**config.mk**
```make
export PLATFORM = sky130hd
export DESIGN_NAME = ras_ckpt
export DESIGN_NICKNAME = d
export VERILOG_FILES = /design/src/rtl/ras_pkg.sv /design/src/rtl/ras_ckpt_queue.sv /design/src/rtl/ras_ckpt.sv
export SDC_FILE = /design/constraint.sdc
export NUM_CORES = 1
export LEC_CHECK = 0
export CAP_MARGIN = 10
export CORE_MARGIN = 3
export CORE_UTILIZATION = 50
export DETAILED_ROUTE_END_ITERATION = 10
export HOLD_SLACK_MARGIN = 0.02
export PLACE_DENSITY = 0.69
export SETUP_SLACK_MARGIN = 0.4
export SLEW_MARGIN = 30
export SYNTH_ARGS = -nofsm -noshare
export SYNTH_HDL_FRONTEND = slang
export SYNTH_SLANG_ARGS = --single-unit
```
**constraint.sdc**
```tcl
create_clock -name clk -period 3.75 [get_ports clk]
set_clock_uncertainty 0.1 [all_clocks]
set_input_delay 0.375 -clock clk [delete_from_list [all_inputs] [get_ports clk]]
set_output_delay 0.375 -clock clk [all_outputs]
set_load 0.02 [all_outputs]
```
**src/rtl/ras_pkg.sv**
```systemverilog
`default_nettype none
// ============================================================================
// Module      : ras_pkg
// Description : Shared widths, checkpoint layout and slot arithmetic for the
//               checkpointed return address stack.
// Revision    : 1.0 - initial release
// ============================================================================
package ras_pkg;

    localparam int RAS_WIDTH_DEF = 31;
    localparam int RAS_DEPTH_DEF = 16;
    localparam int RAS_NCKPT_DEF = 4;
    localparam int RAS_PTR_W_DEF = $clog2(RAS_DEPTH_DEF);
    localparam int RAS_OCC_W_DEF = RAS_PTR_W_DEF + 1;

    // Reference layout of one checkpoint at default sizes; the RTL builds
    // the parametric equivalent from its own WIDTH/DEPTH.
    typedef struct packed {
        logic [RAS_PTR_W_DEF-1:0] tosp;
        logic [RAS_OCC_W_DEF-1:0] occ;
        logic [RAS_WIDTH_DEF-1:0] top;
    } ras_ckpt_doc_t;

    // Number of slots from from_id up to (not including) to_id, modulo nslots.
    function automatic int ras_slot_dist(input int to_id, input int from_id, input int nslots);
        return (to_id - from_id + nslots) % nslots;
    endfunction

endpackage
`default_nettype wire

```
**src/rtl/ras_ckpt_queue.sv**
```systemverilog
`default_nettype none
// ============================================================================
// Module      : ras_ckpt_queue
// Description : Circular snapshot queue with alloc at tail, commit at head and
//               flush-truncate back to a named slot.
// Revision    : 1.0 - initial release
// ============================================================================
module ras_ckpt_queue
    import ras_pkg::*;
#(
    parameter int NCKPT = 4,
    parameter int DW    = 36
) (
    input  logic                     clk,
    input  logic                     rst_ni,
    input  logic                     alloc,
    input  logic [DW-1:0]            wdata,
    input  logic                     commit,
    input  logic                     flush,
    input  logic [$clog2(NCKPT)-1:0] flush_id,
    output logic [DW-1:0]            rdata,
    output logic                     ready,
    output logic [$clog2(NCKPT)-1:0] tail_id
);

    localparam int c_id_w = $clog2(NCKPT);
    localparam int c_cw   = c_id_w + 1;

    logic [DW-1:0]     r_slot [NCKPT];
    logic [c_id_w-1:0] r_head;
    logic [c_id_w-1:0] r_tail;
    logic [c_cw-1:0]   r_cnt;

    logic              w_commit_ok;
    logic              w_alloc_ok;
    logic [c_id_w-1:0] w_head_inc;
    logic [c_id_w-1:0] w_head_n;

    assign ready       = (r_cnt < c_cw'(NCKPT));
    assign w_commit_ok = commit && (r_cnt != '0);
    assign w_alloc_ok  = alloc && ready && !flush;
    assign w_head_inc  = r_head + c_id_w'(1);
    assign w_head_n    = w_commit_ok ? w_head_inc : r_head;
    assign rdata       = r_slot[flush_id];
    assign tail_id     = r_tail;

    always_ff @(posedge clk or negedge rst_ni) begin
        if (!rst_ni) begin
            for (int i = 0; i < NCKPT; i++) r_slot[i] <= '0;
            r_head <= '0;
            r_tail <= '0;
            r_cnt  <= '0;
        end else if (flush) begin
            // Restoring the head while committing it leaves nothing live.
            if (w_commit_ok && (flush_id == r_head)) begin
                r_head <= w_head_inc;
                r_tail <= w_head_inc;
                r_cnt  <= '0;
            end else begin
                r_head <= w_head_n;
                r_tail <= flush_id;
                r_cnt  <= c_cw'(ras_slot_dist(int'(flush_id), int'(w_head_n), NCKPT));
            end
        end else begin
            if (w_alloc_ok) begin
                r_slot[r_tail] <= wdata;
                r_tail         <= r_tail + c_id_w'(1);
            end
            r_head <= w_head_n;
            r_cnt  <= r_cnt + c_cw'(w_alloc_ok) - c_cw'(w_commit_ok);
        end
    end

endmodule
`default_nettype wire

```
**src/rtl/ras_ckpt.sv**
```systemverilog
`default_nettype none
// ============================================================================
// Module      : ras_ckpt
// Description : Wrapping return address stack with checkpoint/restore for
//               mispredict recovery.
// Revision    : 1.0 - initial release
// ============================================================================
module ras_ckpt
    import ras_pkg::*;
#(
    parameter int WIDTH = RAS_WIDTH_DEF,
    parameter int DEPTH = RAS_DEPTH_DEF,
    parameter int NCKPT = RAS_NCKPT_DEF
) (
    input  logic                     clk,
    input  logic                     rst_ni,
    input  logic                     push,
    input  logic                     pop,
    input  logic [WIDTH-1:0]         din,
    output logic [WIDTH-1:0]         dout,
    output logic                     valid,
    output logic                     overflow,
    output logic                     underflow,
    input  logic                     ckpt_req,
    output logic                     ckpt_ready,
    output logic [$clog2(NCKPT)-1:0] ckpt_id,
    input  logic                     commit,
    input  logic                     flush,
    input  logic [$clog2(NCKPT)-1:0] flush_id
);

    localparam int c_ptr_w = $clog2(DEPTH);
    localparam int c_occ_w = c_ptr_w + 1;
    localparam int c_dw    = c_ptr_w + c_occ_w + WIDTH;
    localparam logic [c_occ_w-1:0] c_occ_full = c_occ_w'(DEPTH);

    typedef struct packed {
        logic [c_ptr_w-1:0] tosp;
        logic [c_occ_w-1:0] occ;
        logic [WIDTH-1:0]   top;
    } ckpt_t;

    logic               r_act;
    logic [WIDTH-1:0]   r_mem [DEPTH];
    logic [c_ptr_w-1:0] r_tosp;
    logic [c_occ_w-1:0] r_occ;
    logic               r_ovf;
    logic               r_unf;

    logic [c_ptr_w-1:0] w_tosp_n;
    logic [c_occ_w-1:0] w_occ_n;
    logic [WIDTH-1:0]   w_top_n;
    logic               w_we;
    logic [c_ptr_w-1:0] w_waddr;
    logic [WIDTH-1:0]   w_wdata;
    logic               w_ovf_n;
    logic               w_unf_n;
    logic [c_dw-1:0]    w_rd;
    ckpt_t              w_restore;
    ckpt_t              w_snap;

    // Ops are held off for the first edge after reset release.
    always_ff @(posedge clk or negedge rst_ni) begin
        if (!rst_ni) r_act <= 1'b0;
        else         r_act <= 1'b1;
    end

    assign w_restore = w_rd;

    always_comb begin
        w_tosp_n = r_tosp;
        w_occ_n  = r_occ;
        w_top_n  = r_mem[r_tosp];
        w_we     = 1'b0;
        w_waddr  = r_tosp;
        w_wdata  = din;
        w_ovf_n  = 1'b0;
        w_unf_n  = 1'b0;
        if (r_act) begin
            if (flush) begin
                w_tosp_n = w_restore.tosp;
                w_occ_n  = w_restore.occ;
                w_top_n  = w_restore.top;
                w_we     = 1'b1;
                w_waddr  = w_restore.tosp;
                w_wdata  = w_restore.top;
            end else if (push && pop) begin
                w_top_n = din;
                w_we    = 1'b1;
                if (r_occ == '0) w_occ_n = c_occ_w'(1);
            end else if (push) begin
                w_tosp_n = r_tosp + c_ptr_w'(1);
                w_top_n  = din;
                w_we     = 1'b1;
                w_waddr  = r_tosp + c_ptr_w'(1);
                if (r_occ == c_occ_full) w_ovf_n = 1'b1;
                else                     w_occ_n = r_occ + c_occ_w'(1);
            end else if (pop) begin
                if (r_occ != '0) begin
                    w_tosp_n = r_tosp - c_ptr_w'(1);
                    w_occ_n  = r_occ - c_occ_w'(1);
                    w_top_n  = r_mem[r_tosp - c_ptr_w'(1)];
                end else begin
                    w_unf_n = 1'b1;
                end
            end
        end
    end

    // Snapshot reflects this cycle's push/pop, i.e. the state after the edge.
    assign w_snap = '{tosp: w_tosp_n, occ: w_occ_n, top: w_top_n};

    always_ff @(posedge clk or negedge rst_ni) begin
        if (!rst_ni) begin
            for (int i = 0; i < DEPTH; i++) r_mem[i] <= '0;
            r_tosp <= '0;
            r_occ  <= '0;
            r_ovf  <= 1'b0;
            r_unf  <= 1'b0;
        end else begin
            if (w_we) r_mem[w_waddr] <= w_wdata;
            r_tosp <= w_tosp_n;
            r_occ  <= w_occ_n;
            r_ovf  <= w_ovf_n;
            r_unf  <= w_unf_n;
        end
    end

    ras_ckpt_queue #(
        .NCKPT (NCKPT),
        .DW    (c_dw)
    ) u_queue (
        .clk      (clk),
        .rst_ni   (rst_ni),
        .alloc    (r_act & ckpt_req & ~flush),
        .wdata    (w_snap),
        .commit   (r_act & commit),
        .flush    (r_act & flush),
        .flush_id (flush_id),
        .rdata    (w_rd),
        .ready    (ckpt_ready),
        .tail_id  (ckpt_id)
    );

    assign dout      = r_mem[r_tosp];
    assign valid     = (r_occ != '0);
    assign overflow  = r_ovf;
    assign underflow = r_unf;

endmodule
`default_nettype wire

```
# Word level (Yosys, flattened, before mapping)
# Index checks and enable logic that the tools add are counted.
[word_totals]
regBits = 675
inputBits = 40
out_inout_bits = 37
elab_cells = 138
[classes]
addsub = 10
magnitude_cmp = 8
n_eq_ne = 2
muxes = 64
bitwise_logic = 12
reduce_logical = 14
[ops]
columns = ["operator", "count"]
rows = [
  ["496-bit bitwise mux", 1],
  ["31-bit 2-to-1 mux", 13],
  ["31-bit binary-select mux with 4-bit select", 2],
  ["160-bit bitwise mux", 1],
  ["31-bit demux with 4-bit select", 1],
  ["40-bit 2-to-1 mux", 3],
  ["40-bit binary-select mux with 2-bit select", 1],
  ["40-bit demux with 2-bit select", 1],
  ["4-bit 2-to-1 mux", 10],
  ["5-bit 2-to-1 mux", 8],
  ["32-bit by 4-bit adder with 32-bit output (second input constant)", 1],
  ["5-bit greater-or-equal comparator (second input constant)", 3],
  ["1-bit 2-to-1 mux", 15],
  ["4-bit inverter with 5-bit output", 3],
  ["2-bit 2-to-1 mux", 6],
  ["1-bit logical AND", 7],
  ["3-bit greater-or-equal comparator (second input constant)", 2],
  ["3-bit 2-to-1 mux", 2],
  ["2-bit inverter with 3-bit output", 2],
  ["5-bit by 1-bit adder with 5-bit output (second input constant)", 1],
  ["1-bit bitwise AND", 5],
  ["5-bit == test (second input constant)", 1],
  ["5-bit zero test", 1],
  ["5-bit by 1-bit less-than comparator with 1-bit output (second input constant)", 1],
  ["other kinds (17)", 19],
]

# Longest topological paths before layout
# Gate-level depths: netlist (run 1).
[logic_depth]
depth_word = 12
depth_mapped = 13
mapped_depth_nobuf = 9

# Modules after synthesis
# A second synthesis (run 1) with hierarchy kept.
[unflattened]
cells_unflattened = 2565
area_unflattened_um2 = 37318.3
[modules_own_cells]
columns = ["mod", "n_inst", "cells_per_inst", "area_each_um2", "seq_area_each_um2"]
rows = [
  ["ras_ckpt", 1, 2114, 29041.6, 12712.2],
  ["ras_ckpt_queue", 1, 451, 8276.7, 4179.0],
]

# Least setup slack after synthesis (run 1)
# No wires, ideal clock.
[synth_path]
path_kind = "register to register"
from = "reg r_tosp[0]"
to = "reg u_queue.r_slot[106] in the netlist's numbering"
setup_ns = 0.125
arrival_time_ns = 3.787
t_required_ns = 3.525
path_slack_ns = -0.262
path_stages_with_launch = 14
path_buffers = 6
period_less_slack_ns = 4.012
cell_sequence = "dfrtp_1 -> clkbuf_1 -> inv_1 -> clkbuf_1 -> buf_1 -> ha_1 -> clkbuf_1 -> clkbuf_1 -> clkbuf_1 -> mux4_2 -> mux2i_1 -> nor2_1 -> or4_1 -> mux2_2"
[synth_between]
elab_chain_cells = 12
word_cells_on_any_way = 16
classes_between = "1 x add/sub; 13 x mux; 2 x bitwise"
[synth_rtl]
columns = ["element", "line", "text"]
rows = [
  ["start, declared", "ras_ckpt.sv:45", "logic [c_ptr_w-1:0] r_tosp;"],
  ["start signal, assigned", "ras_ckpt.sv:122", "r_tosp <= w_tosp_n;"],
  ["4-bit by 1-bit subtractor with 4-bit output", "ras_ckpt.sv:102", "w_top_n = r_mem[r_tosp - c_ptr_w'(1)];"],
  ["4-bit inverter with 5-bit output (implied by the code)", "ras_ckpt.sv:102", ""],
  ["31-bit binary-select mux with 4-bit select", "ras_ckpt.sv:102", ""],
  ["31-bit 2-to-1 mux (implied by the code) (2 in a row)", "ras_ckpt.sv:102", ""],
  ["31-bit 2-to-1 mux", "ras_ckpt.sv:99", "if (r_occ != '0) begin"],
  ["31-bit 2-to-1 mux", "ras_ckpt.sv:98", "end else if (pop) begin"],
  ["31-bit 2-to-1 mux", "ras_ckpt.sv:91", "end else if (push) begin"],
  ["31-bit 2-to-1 mux", "ras_ckpt.sv:87", "end else if (push && pop) begin"],
  ["31-bit 2-to-1 mux", "ras_ckpt.sv:80", "if (flush) begin"],
  ["31-bit 2-to-1 mux *", "ras_ckpt.sv:79", "if (r_act) begin"],
  ["160-bit bitwise mux *", "ras_ckpt_queue.sv:66", "r_slot[r_tail] <= wdata;"],
  ["end signal, assigned by index", "ras_ckpt_queue.sv:66", ""],
  ["end, declared", "ras_ckpt_queue.sv:29", "logic [DW-1:0] r_slot [NCKPT];"],
]
# Mark *: on every way between the ends. The rest lies on a longest branch, timed or not. The select of a mux whose other input is x is not followed.
# A chain may end at the register's enable or synchronous reset.

# Worst setup path in the final report (run 1)
[layout_path]
from = "reg r_tosp[2]"
to = "out dout[15]"
[layout_between]
elab_chain_cells = 4
[layout_rtl]
columns = ["element", "line", "text"]
rows = [
  ["4-bit inverter with 5-bit output (implied by the code)", "ras_ckpt.sv:145", "assign dout = r_mem[r_tosp];"],
  ["31-bit binary-select mux with 4-bit select", "ras_ckpt.sv:145", ""],
  ["31-bit 2-to-1 mux (implied by the code) (2 in a row)", "ras_ckpt.sv:145", ""],
  ["end, declared", "ras_ckpt.sv:20", "output logic [WIDTH-1:0] dout,"],
]
# No other way between the ends. The select of a mux whose other input is x is not followed.

==> flow_summary.json, run 1 <==
{
  "die_x_um": 274,
  "hold_path_cell_cnt": 4,
  "route.vias.total": 23400,
  "portBuffers": 76,
  "synth_edf_count": 0,
  "count_of_warnings_emitted_by_yosys": 0,
  "finalSetupTns_ns": 0,
  "pwr-share-clk_pct": 21.2,
  "synth-async-reset-ratio_pct": 100,
  "layout.area.seq_mm2": 0.0169,
  "cp_data_arrival_time_ns": 3.02,
  "insertion_delay_ns": 0.61,
  "timing.critical_path.to_type": "output pin",
  "coreArea_mm2": 0.0705,
  "clock-root-buffer": "sky130_fd_sc_hd__clkbuf_16",
  "avgViaCountPerCell": 6.60,
  "dr.pass1.iters": 5,
  "maxCapViolations": 0,
  "antenna_found_initial": 1,
  "worst_slew_pin_slew_ns": 0.915,
  "yosys_register_bits": 675,
  "timing.setup.critical_path_class": "reg2out",
  "startpoint_type": "flop",
  "p_sw_share_pct": 35.5,
  "pin_count_of_the_biggest_net_entering_global_routing": 105,
  "post-dp-hpwl_mm": 60.9,
  "run_status": "finished, final reports clean",
  "overflow": 0,
  "antenna_violating_nets_post_route": 0,
  "number_of_distinct_library_cells_after_synthesis": 67,
  "wl_mm": 104,
  "htreeDepth": 3,
  "finalWeightedCongestion": 0.842,
  "syn_area_mm2": 0.0359,
  "worst_hold_path_type": "in2reg",
  "unrepaired_setup_endpoints_after_global_routing": "yes",
  "clockBufferDepth": 3,
  "seq_power_share_pct": 35.1,
  "synth_cells": 2475,
  "initial_core_utilization_pct": 50.9,
  "syn-mean-instance-area_um2": 14.5,
  "fp.dieArea_mm2": 0.0750,
  "internal_power_mw": 21.5,
  "syn_nets": 2528,
  "timing_max_transition_violations_final": 0,
  "final_net_count": 2606,
  "design_area_mm2": 0.0413,
  "finalHoldViolCount": 0,
  "chipHeight_um": 274,
  "combPwrFrac_pct": 43.7,
  "p_leak_nw": 18.9,
  "share_of_layout_cells_above_drive_strength_1_pct": 46.7,
  "pin_count": 77,
  "synth_flop_cell": "sky130_fd_sc_hd__dfrtp_1",
  "period_minus_slack_ns": 3.50,
  "maxClockFrequency_mhz": 286,
  "drt_first_iter_violations": 2152,
  "power_per_cell_area_mw_per_mm2": 807,
  "report.power.total_mw": 33.3,
  "irDropWorstVdd_uv": 490,
  "flow.area_growth_from_synthesis_pct": 15.0,
  "worst_slew_margin_rel_pct": 38.8,
  "mostFrequentLayoutCell": "sky130_fd_sc_hd__dfrtp_1",
  "synth_seq_area_share_pct": 47.1,
  "vias_in_the_first_global_route": 24600,
  "gr-usage-all-layers_pct": 28.0,
  "drc_errors": 0,
  "worst-r2r-cell-count": 8,
  "setup-violations-final": 0,
  "num-fill-cells": 5401,
  "grt_pass1_wl_mm": 158,
  "critPathMaxFanout": 25,
  "period_share_pct": 93.3,
  "worst_setup_hold_path_clk_slew_ns": 0.06,
  "worstPathRequired_ns": 3.27,
  "placed_area_mm2": 0.0386,
  "placementRows": 97,
  "switching_power_mw": 11.8,
  "clock_sink_count": 675,
  "cts_tree": "done",
  "layout.cells.most_common_list": "672 x sky130_fd_sc_hd__dfrtp_1, 592 x sky130_fd_sc_hd__mux2_2, 288 x sky130_fd_sc_hd__mux4_2, 149 x sky130_fd_sc_hd__mux2i_1, 94 x sky130_fd_sc_hd__buf_4",
  "multi_input_comb_area_mm2": 0.0180,
  "route.detailed.wl_per_inst_um": 29.4,
  "cts_inserted_buffers": 73
}
==> cell usage after synthesis (all sizes together) (32+ instances only) <==
cell | count | area (um2)
inv | 48 | 180
buf | 102 | 467
o21ai | 94 | 470
o22ai | 32 | 200
nor2 | 43 | 161
clkbuf | 122 | 458
mux2 | 627 | 7170
dfrtp | 675 | 16900
mux4 | 288 | 6490
nand2 | 79 | 297
mux2i | 156 | 1560
nor3 | 36 | 180
==> cell type report <==
type	instances	share of cell area [%]
antenna	1	0.00606
clock buffer	109	5.25
multi-input combinational	1526	43.7
tap	940	2.85
timing repair buffer	227	6.39
sequential	675	41.0
clock inverter	17	0.382
inverter	50	0.461
==> repair_timing <==
action | in CTS | in global routing
pin swaps | 0 | 2
gates cloned | 1 | 2
hold buffers | 1 | 0
gates resized for setup | 33 | 12
setup endpoints to repair | 31 | 147
setup buffers | 8 | 2
hold endpoints to repair | 79 | 0
==> state kept, by name, indices dropped and copies added (netlist names), named ones only <==
register and flops:
overflow 1, r_act 1, r_mem 496, r_occ 5, r_tosp 4, u_queue.r_cnt 3
u_queue.r_head 1, u_queue.r_slot 160, u_queue.tail_id 2, underflow 1
==> worst max-delay path: stages (launching register included) <==
cell	delay, ns
sky130_fd_sc_hd__dfrtp_4	0.46
sky130_fd_sc_hd__buf_12	0.15
sky130_fd_sc_hd__buf_16	0.22
sky130_fd_sc_hd__mux4_2	0.53
sky130_fd_sc_hd__mux2i_1	0.21
sky130_fd_sc_hd__mux2i_1	0.12
sky130_fd_sc_hd__buf_4	0.17
sky130_fd_sc_hd__clkdlybuf4s50_1	0.53
==> power by group through the flow <==
| stage | clock (mW) | sequential [mW] | combinational (mW) |
|---|---|---|---|
| after floorplan | 0 | 10.8 | 10.3 |
| final | 7.06 | 11.7 | 14.5 |
| after detailed placement | 0 | 11.8 | 14.0 |
| after CTS | 7.19 | 11.6 | 14.3 |
| after global routing | 7.52 | 11.9 | 15.4 |
| after global placement | 0 | 11.6 | 13.7 |
==> per-stage QoR <==
| step | utilization [%] | hold WS [ns] | worst slack (ns) | cells |
|---|---|---|---|---|
| 2_1_floorplan | - | -0.0206 | 0.406 | 2475 |
| 3_3_place_gp | 54.8 | 0.357 | 0.281 | 3404 |
| 3_5_place_dp | 54.8 | 0.372 | 0.197 | 3404 |
| 4_1_cts | 58.4 | 0.275 | 0.243 | 3540 |
| 5_1_grt | 58.5 | 0.315 | 0.154 | 3545 |
| 6_report | 58.5 | 0.319 | 0.253 | 3545 |
==> kinds of logic after synthesis <==
group                      after synthesis  share of synthesized area [%]
DFF                                    675                           47.1
xor gates and xnor gates                14                          0.342
and+or+nand+nor                        247                           3.63
muxes                                 1071                           42.4
buffers and inverters                  274                           3.10
adders and majority gates               13                          0.474
other                                    1                         0.0105
AOI/OAI and AO/OA                      180                           2.94
==> routing by layer <==
metal	global-route usage [%]	part of all wire, %	routed length (um)	vias up
li1	-	-	-	9584
met1	37.9	41	42300	12500
met2	45.3	49	50700	1057
met3	5.04	7.1	7390	231
met4	11.2	3.7	3800	0
met5	0	0	0	-
==> worst paths after layout <==
kind | from | to | slack (ns)
max | r_tosp[2] | dout[15] | 0.25
min | flush_id[1] | r_tosp[2] | 0.32
max reg2reg | r_tosp[3] | u_queue.r_slot[25] | 0.53
min reg2reg | u_queue.r_slot[38] | u_queue.r_slot[38] | 0.38
max in group asynchronous | rst_ni | r_mem[477] | 2.12
min in group asynchronous | rst_ni | r_occ[0] | 0.34
No activity file was read; power rests on OpenSTA's default activity.
==> run 2: changes to the inputs <==
Settings changed: CELL_PAD_IN_SITES_DETAIL_PLACEMENT set to 1, CELL_PAD_IN_SITES_GLOBAL_PLACEMENT set to 2, CORE_UTILIZATION 50 to 42, PLACE_DENSITY 0.69 to not set, PLACE_DENSITY_LB_ADDON set to 0.1.
==> run 2 against run 1 <==
Routed wire length rose by 12%; sequential cell count is the same; utilization shrank 8.4 points; global-route usage down 1.6 points; hold slack got worse by 0.013 ns; non-clock buffer count rose by 15; sequential power barely moved; cell count up 6.4%; first-iteration DRC count fell by 17%; die area is 19% higher; largest power group unchanged.
==> flow_summary.json, run 2 (synthesized netlist as in run 1, its figures left out) <==
{
  "antenna-diode-count": 0,
  "portBuffers": 76,
  "overflow": 0,
  "cp_data_arrival_time_ns": 2.87,
  "met2_wirelength_mm": 55.7,
  "clock_sink_count": 675,
  "avgViaCountPerCell": 6.18,
  "grt_pass1_wl_mm": 176,
  "fp.dieArea_mm2": 0.0890,
  "startpoint_type": "flop",
  "layout_top_registers": "r_mem (496), u_queue.r_slot (160), r_occ (5)",
  "maxClockFrequency_mhz": 299,
  "maxCapViolations": 0,
  "placementRows": 106,
  "p_leak_nw": 19.1,
  "clockBufferDepth": 3,
  "irDropWorstVdd_uv": 551,
  "place.detailed.instances": 3600,
  "unrepaired_setup_endpoints_after_global_routing": "yes",
  "share_of_layout_cells_above_drive_strength_1_pct": 49.0,
  "critPathMaxFanout": 20,
  "finalWeightedCongestion": 0.781,
  "power_per_cell_area_mw_per_mm2": 829,
  "worst_setup_hold_path_clk_slew_ns": 0.06,
  "run_status": "finished, final reports clean",
  "antenna_violating_nets_post_route": 0,
  "route.vias.total": 23300,
  "top_signal_layer_used": "met4",
  "route.detailed.wl_per_inst_um": 31.0,
  "clock-root-buffer": "sky130_fd_sc_hd__clkbuf_16",
  "initial_core_utilization_pct": 42.7,
  "finish.utilization_pct": 50.2,
  "layout.cells.most_common_list": "671 x sky130_fd_sc_hd__dfrtp_1, 592 x sky130_fd_sc_hd__mux2_2, 288 x sky130_fd_sc_hd__mux4_2, 129 x sky130_fd_sc_hd__mux2i_1, 105 x sky130_fd_sc_hd__buf_4",
  "final_net_count": 2628,
  "cts_tree": "done",
  "worst_slew_margin_rel_pct": 36.0,
  "wl_mm": 117,
  "r2r_end": "u_queue.r_slot[26]",
  "die_x_um": 298,
  "timing.setup.critical_path_class": "reg2out",
  "antenna_found_initial": 0,
  "wl_met1_mm": 53.2,
  "largest_reg_flops": 496,
  "reg2reg_from": "r_tosp[1]",
  "period_minus_slack_ns": 3.35,
  "layout.area.seq_mm2": 0.0169,
  "dr.pass1.iters": 5,
  "r2r_slack_ns": 0.49,
  "setup-violations-final": 0,
  "drc_errors": 0,
  "chipHeight_um": 298,
  "worst-r2r-cell-count": 8,
  "vias_in_the_first_global_route": 25500,
  "worst_slew_pin_slew_ns": 0.957,
  "mostFrequentLayoutCell": "sky130_fd_sc_hd__dfrtp_1",
  "finalWorstSetupSlack_ns": 0.402,
  "cts_inserted_buffers": 80,
  "placement.setup.worst_slack_ns": 0.212,
  "met3WireLength_mm": 5.37,
  "htreeDepth": 3,
  "timing_max_transition_violations_final": 0,
  "flow.area_growth_from_synthesis_pct": 17.6,
  "timing.critical_path.to_type": "output pin",
  "num-fill-cells": 8146,
  "drt_first_iter_violations": 1777,
  "worst_hold_path_type": "in2async",
  "coreArea_mm2": 0.0841,
  "multi_input_comb_area_mm2": 0.0181,
  "worstPathRequired_ns": 3.27,
  "post-dp-hpwl_mm": 66.7,
  "largest-register": "r_mem",
  "post_route_insts_no_fill": 3773,
  "finalSetupTns_ns": 0,
  "finalHoldViolCount": 0,
  "pin_count_of_the_biggest_net_entering_global_routing": 83,
  "period_share_pct": 89.3,
  "insertion_delay_ns": 0.63,
  "gr-usage-all-layers_pct": 26.4,
  "pin_count": 77
}
run 2: changes by cell type in the layout (fill, tap and decap cells not counted), sizes merged:
| cell | delta |
|---|---|
| clkinv | +19 |
| diode | -1 |
| bufbuf | +1 |
| clkdlybuf4s50 | -6 |
| clkbuf | -4 |
| clkinvlp | -1 |
| clkdlybuf4s15 | +3 |
| buf | +21 |
| dlymetal6s2s | -3 |
| bufinv | +10 |
| dlygate4sd2 | -5 |
run 2: where the power goes:
group | switching, mW | internal, mW | leakage (nW)
registers | 2.00 | 9.73 | 9.03
logic | 7.20 | 7.78 | 8.67
clock network | 3.27 | 4.99 | 1.38
run 2: how the worst max path moves through the flow:
| stage | start | to | slack [ns] |
|---|---|---|---|
| 6_report | r_tosp[2] | dout[26] | 0.40 |
| 5_1_grt | r_tosp[2] | dout[26] | 0.34 |
| 4_1_cts | r_tosp[2] | dout[30] | 0.22 |
| 2_1_floorplan | r_tosp[0] | r_mem[341] | 0.41 |
| 3_3_place_gp | push | u_queue.r_slot[40] | 0.30 |
| 3_5_place_dp | push | u_queue.r_slot[40] | 0.21 |
run 2: metal layers:
metal | track usage [%] | vias to the layer above
met1 | 38.1 | 12900
met5 | 0 | -
li1 | - | 9634
met3 | 3.25 | 167
met2 | 42.5 | 590
met4 | 7.13 | 0
run 2: final cells by class:
class	instances	area share, %
Clock buffer	101	5.20
Clock inverter	45	1.40
Timing Repair Buffer	242	6.50
Multi-Input combinational cell	1526	43.0
Tap cell	1134	3.36
Inverter	50	0.451
Sequential cell	675	40.1
run 2: critical path, cell delays in order, from the launching register on:
cell and delay [ns]:
sky130_fd_sc_hd__dfrtp_4 0.50, sky130_fd_sc_hd__buf_4 0.16, sky130_fd_sc_hd__buf_16 0.20, sky130_fd_sc_hd__mux4_2 0.53, sky130_fd_sc_hd__mux2i_1 0.27, sky130_fd_sc_hd__mux2i_1 0.21, sky130_fd_sc_hd__dlygate4sd2_1 0.37
run 2: timing repair:
action,CTS,global route
pin swaps,0,1
cloned,3,1
setup buffers,19,3
hold buffers,1,0
gates resized for setup,73,43
endpoints found under the hold margin,69,0
setup endpoints to repair,43,152
run 2: through the flow:
step,total power [mW],area [um2],hold slack (ns)
floorplan,21.1,35900,-0.0206
global placement,25.8,38900,0.357
detailed placement,26.3,38900,0.370
CTS,35.0,42100,0.291
global route,36.8,42200,0.321
finish,35.0,42200,0.305
==> run 3: changes to the inputs <==
Settings changed: CORE_ASPECT_RATIO set to 1.4, CORE_UTILIZATION 42 to 43, DONT_BUFFER_PORTS set to 1.
==> run 3 against run 2 <==
Final area decreased by 3.8%; cell count decreased by 4.8%; global-route usage hardly changed; total power fell by 5.2%; critical path depth unchanged; sequential power about the same; hold slack worse by 0.27 ns; utilization shrank 0.82 points; largest cell class unchanged; combinational power decreased by 7%.
==> flow_summary.json, run 3 (synthesized netlist as in run 1, its figures left out) <==
{
  "wl_mm": 115,
  "maxCapViolations": 0,
  "layout_top_registers": "r_mem (496), u_queue.r_slot (160), r_occ (5)",
  "placement.setup.worst_slack_ns": 0.363,
  "fp.dieArea_mm2": 0.0870,
  "mostFrequentLayoutCell": "sky130_fd_sc_hd__dfrtp_1",
  "placementRows": 124,
  "finalWeightedCongestion": 0.780,
  "unrepaired_setup_endpoints_after_global_routing": "yes",
  "gr-usage-all-layers_pct": 26.4,
  "clock_sink_count": 675,
  "p_leak_nw": 18.4,
  "power_per_cell_area_mw_per_mm2": 817,
  "critPathMaxFanout": 25,
  "antenna_violating_nets_post_route": 0,
  "worst_hold_path_type": "in2reg",
  "cp_data_arrival_time_ns": 2.77,
  "worst_setup_hold_path_clk_slew_ns": 0.06,
  "worst_slew_pin_slew_ns": 0.929,
  "route.detailed.wl_per_inst_um": 32.0,
  "cts_tree": "done",
  "flow.area_growth_from_synthesis_pct": 13.1,
  "timing_max_transition_violations_final": 0,
  "finalHoldViolCount": 0,
  "period_minus_slack_ns": 3.24,
  "clock-root-buffer": "sky130_fd_sc_hd__clkbuf_16",
  "dr.pass1.iters": 5,
  "cts_inserted_buffers": 72,
  "period_share_pct": 86.5,
  "maxClockFrequency_mhz": 308,
  "pin_count": 77,
  "chipHeight_um": 348,
  "post-dp-hpwl_mm": 62.5,
  "largest_reg_flops": 496,
  "insertion_delay_ns": 0.64,
  "grt_pass1_wl_mm": 171,
  "antenna-diode-count": 0,
  "overflow": 0,
  "switching_power_mw": 11.9,
  "portBuffers": 0,
  "p_sw_share_pct": 35.8,
  "timing.critical_path.to_type": "output pin",
  "place.detailed.instances": 3440,
  "antenna_found_initial": 1,
  "seq_power_share_pct": 35.3,
  "setup-violations-final": 0,
  "initial_core_utilization_pct": 43.6,
  "share_of_layout_cells_above_drive_strength_1_pct": 47.6,
  "combPwrFrac_pct": 42.2,
  "pin_count_of_the_biggest_net_entering_global_routing": 676,
  "drc_errors": 0,
  "htreeDepth": 3,
  "coreArea_mm2": 0.0822,
  "irDropWorstVdd_uv": 599,
  "vias_in_the_first_global_route": 25000,
  "pwr-share-clk_pct": 22.5,
  "final_net_count": 2516,
  "timing.setup.critical_path_class": "reg2out",
  "layout.cells.most_common_list": "672 x sky130_fd_sc_hd__dfrtp_1, 592 x sky130_fd_sc_hd__mux2_2, 288 x sky130_fd_sc_hd__mux4_2, 156 x sky130_fd_sc_hd__mux2i_1, 89 x sky130_fd_sc_hd__o21ai_0",
  "largest-register": "r_mem",
  "post_route_insts_no_fill": 3592,
  "internal_power_mw": 21.3,
  "worst_slew_margin_rel_pct": 38.1,
  "worstPathRequired_ns": 3.27,
  "route.vias.total": 22600,
  "drt_first_iter_violations": 1413,
  "finalWorstSetupSlack_ns": 0.507,
  "avgViaCountPerCell": 6.28,
  "finalSetupTns_ns": 0,
  "run_status": "finished, final reports clean",
  "clockBufferDepth": 3,
  "whs_ns": 0.0338,
  "die_x_um": 250,
  "startpoint_type": "flop"
}
run 3: layout make-up:
type,count,area [um2]
Sequential cell,675,16900
Clock buffer,108,2210
Inverter,50,190
Timing Repair Buffer,138,1640
Fill cell,7914,41700
Tap cell,1071,1340
Multi-Input combinational cell,1526,18100
Clock inverter,24,240
run 3: worst paths after layout:
check | end | depth (start not counted) | slack [ns] | startpoint
worst max-delay path | dout[21] | 6 | 0.51 | r_tosp[2]
worst min-delay path | r_occ[0] | 3 | 0.03 | flush_id[1]
worst max register to register | u_queue.r_slot[17] | 8 | 0.52 | r_tosp[1]
worst min register to register | u_queue.r_slot[78] | 2 | 0.38 | u_queue.r_slot[78]
max in group asynchronous | r_mem[327] | 5 | 0.79 | rst_ni
min in group asynchronous | u_queue.r_head[0] | 2 | 0.49 | rst_ni
run 3: layer usage:
layer | track usage [%] | wire, um | vias up
met2 | 46.4 | 58700 | 498
li1 | - | - | 9387
met3 | 3.59 | 4490 | 186
met5 | 0 | 0 | -
met4 | 8.56 | 3490 | 0
met1 | 33.9 | 48200 | 12500
run 3: what timing repair did:
action | CTS | global route
endpoints found under the setup margin | 42 | 124
endpoints found under the hold margin | 689 | 126
pin swaps | 0 | 1
gates resized for setup | 3 | 9
gates cloned | 0 | 1
hold buffers | 7 | 2
buffers inserted | 4 | 1
run 3: stage by stage:
step	instance area (um2)	utilization [%]	power (mW)
2_1_floorplan	35900	-	21.1
3_3_place_gp	37800	45.9	25.1
3_5_place_dp	37800	45.9	25.6
4_1_cts	40300	49.0	33.2
5_1_grt	40600	49.3	34.9
6_report	40600	49.3	33.2
run 3: critical path: stages (launching register included):
cell and delay (ns):
sky130_fd_sc_hd__dfrtp_4 0.53, sky130_fd_sc_hd__buf_4 0.18, sky130_fd_sc_hd__buf_12 0.22, sky130_fd_sc_hd__mux4_2 0.53
sky130_fd_sc_hd__mux2i_1 0.24, sky130_fd_sc_hd__mux2i_1 0.18, sky130_fd_sc_hd__buf_4 0.22
run 3: power groups by stage:
stage | Sequential (mW) | Combinational (mW) | Clock [mW]
6_report | 11.7 | 14.0 | 7.47
5_1_grt | 12.0 | 14.9 | 7.99
4_1_cts | 11.7 | 13.9 | 7.67
3_5_place_dp | 11.8 | 13.7 | 0
3_3_place_gp | 11.7 | 13.4 | 0
2_1_floorplan | 10.8 | 10.3 | 0
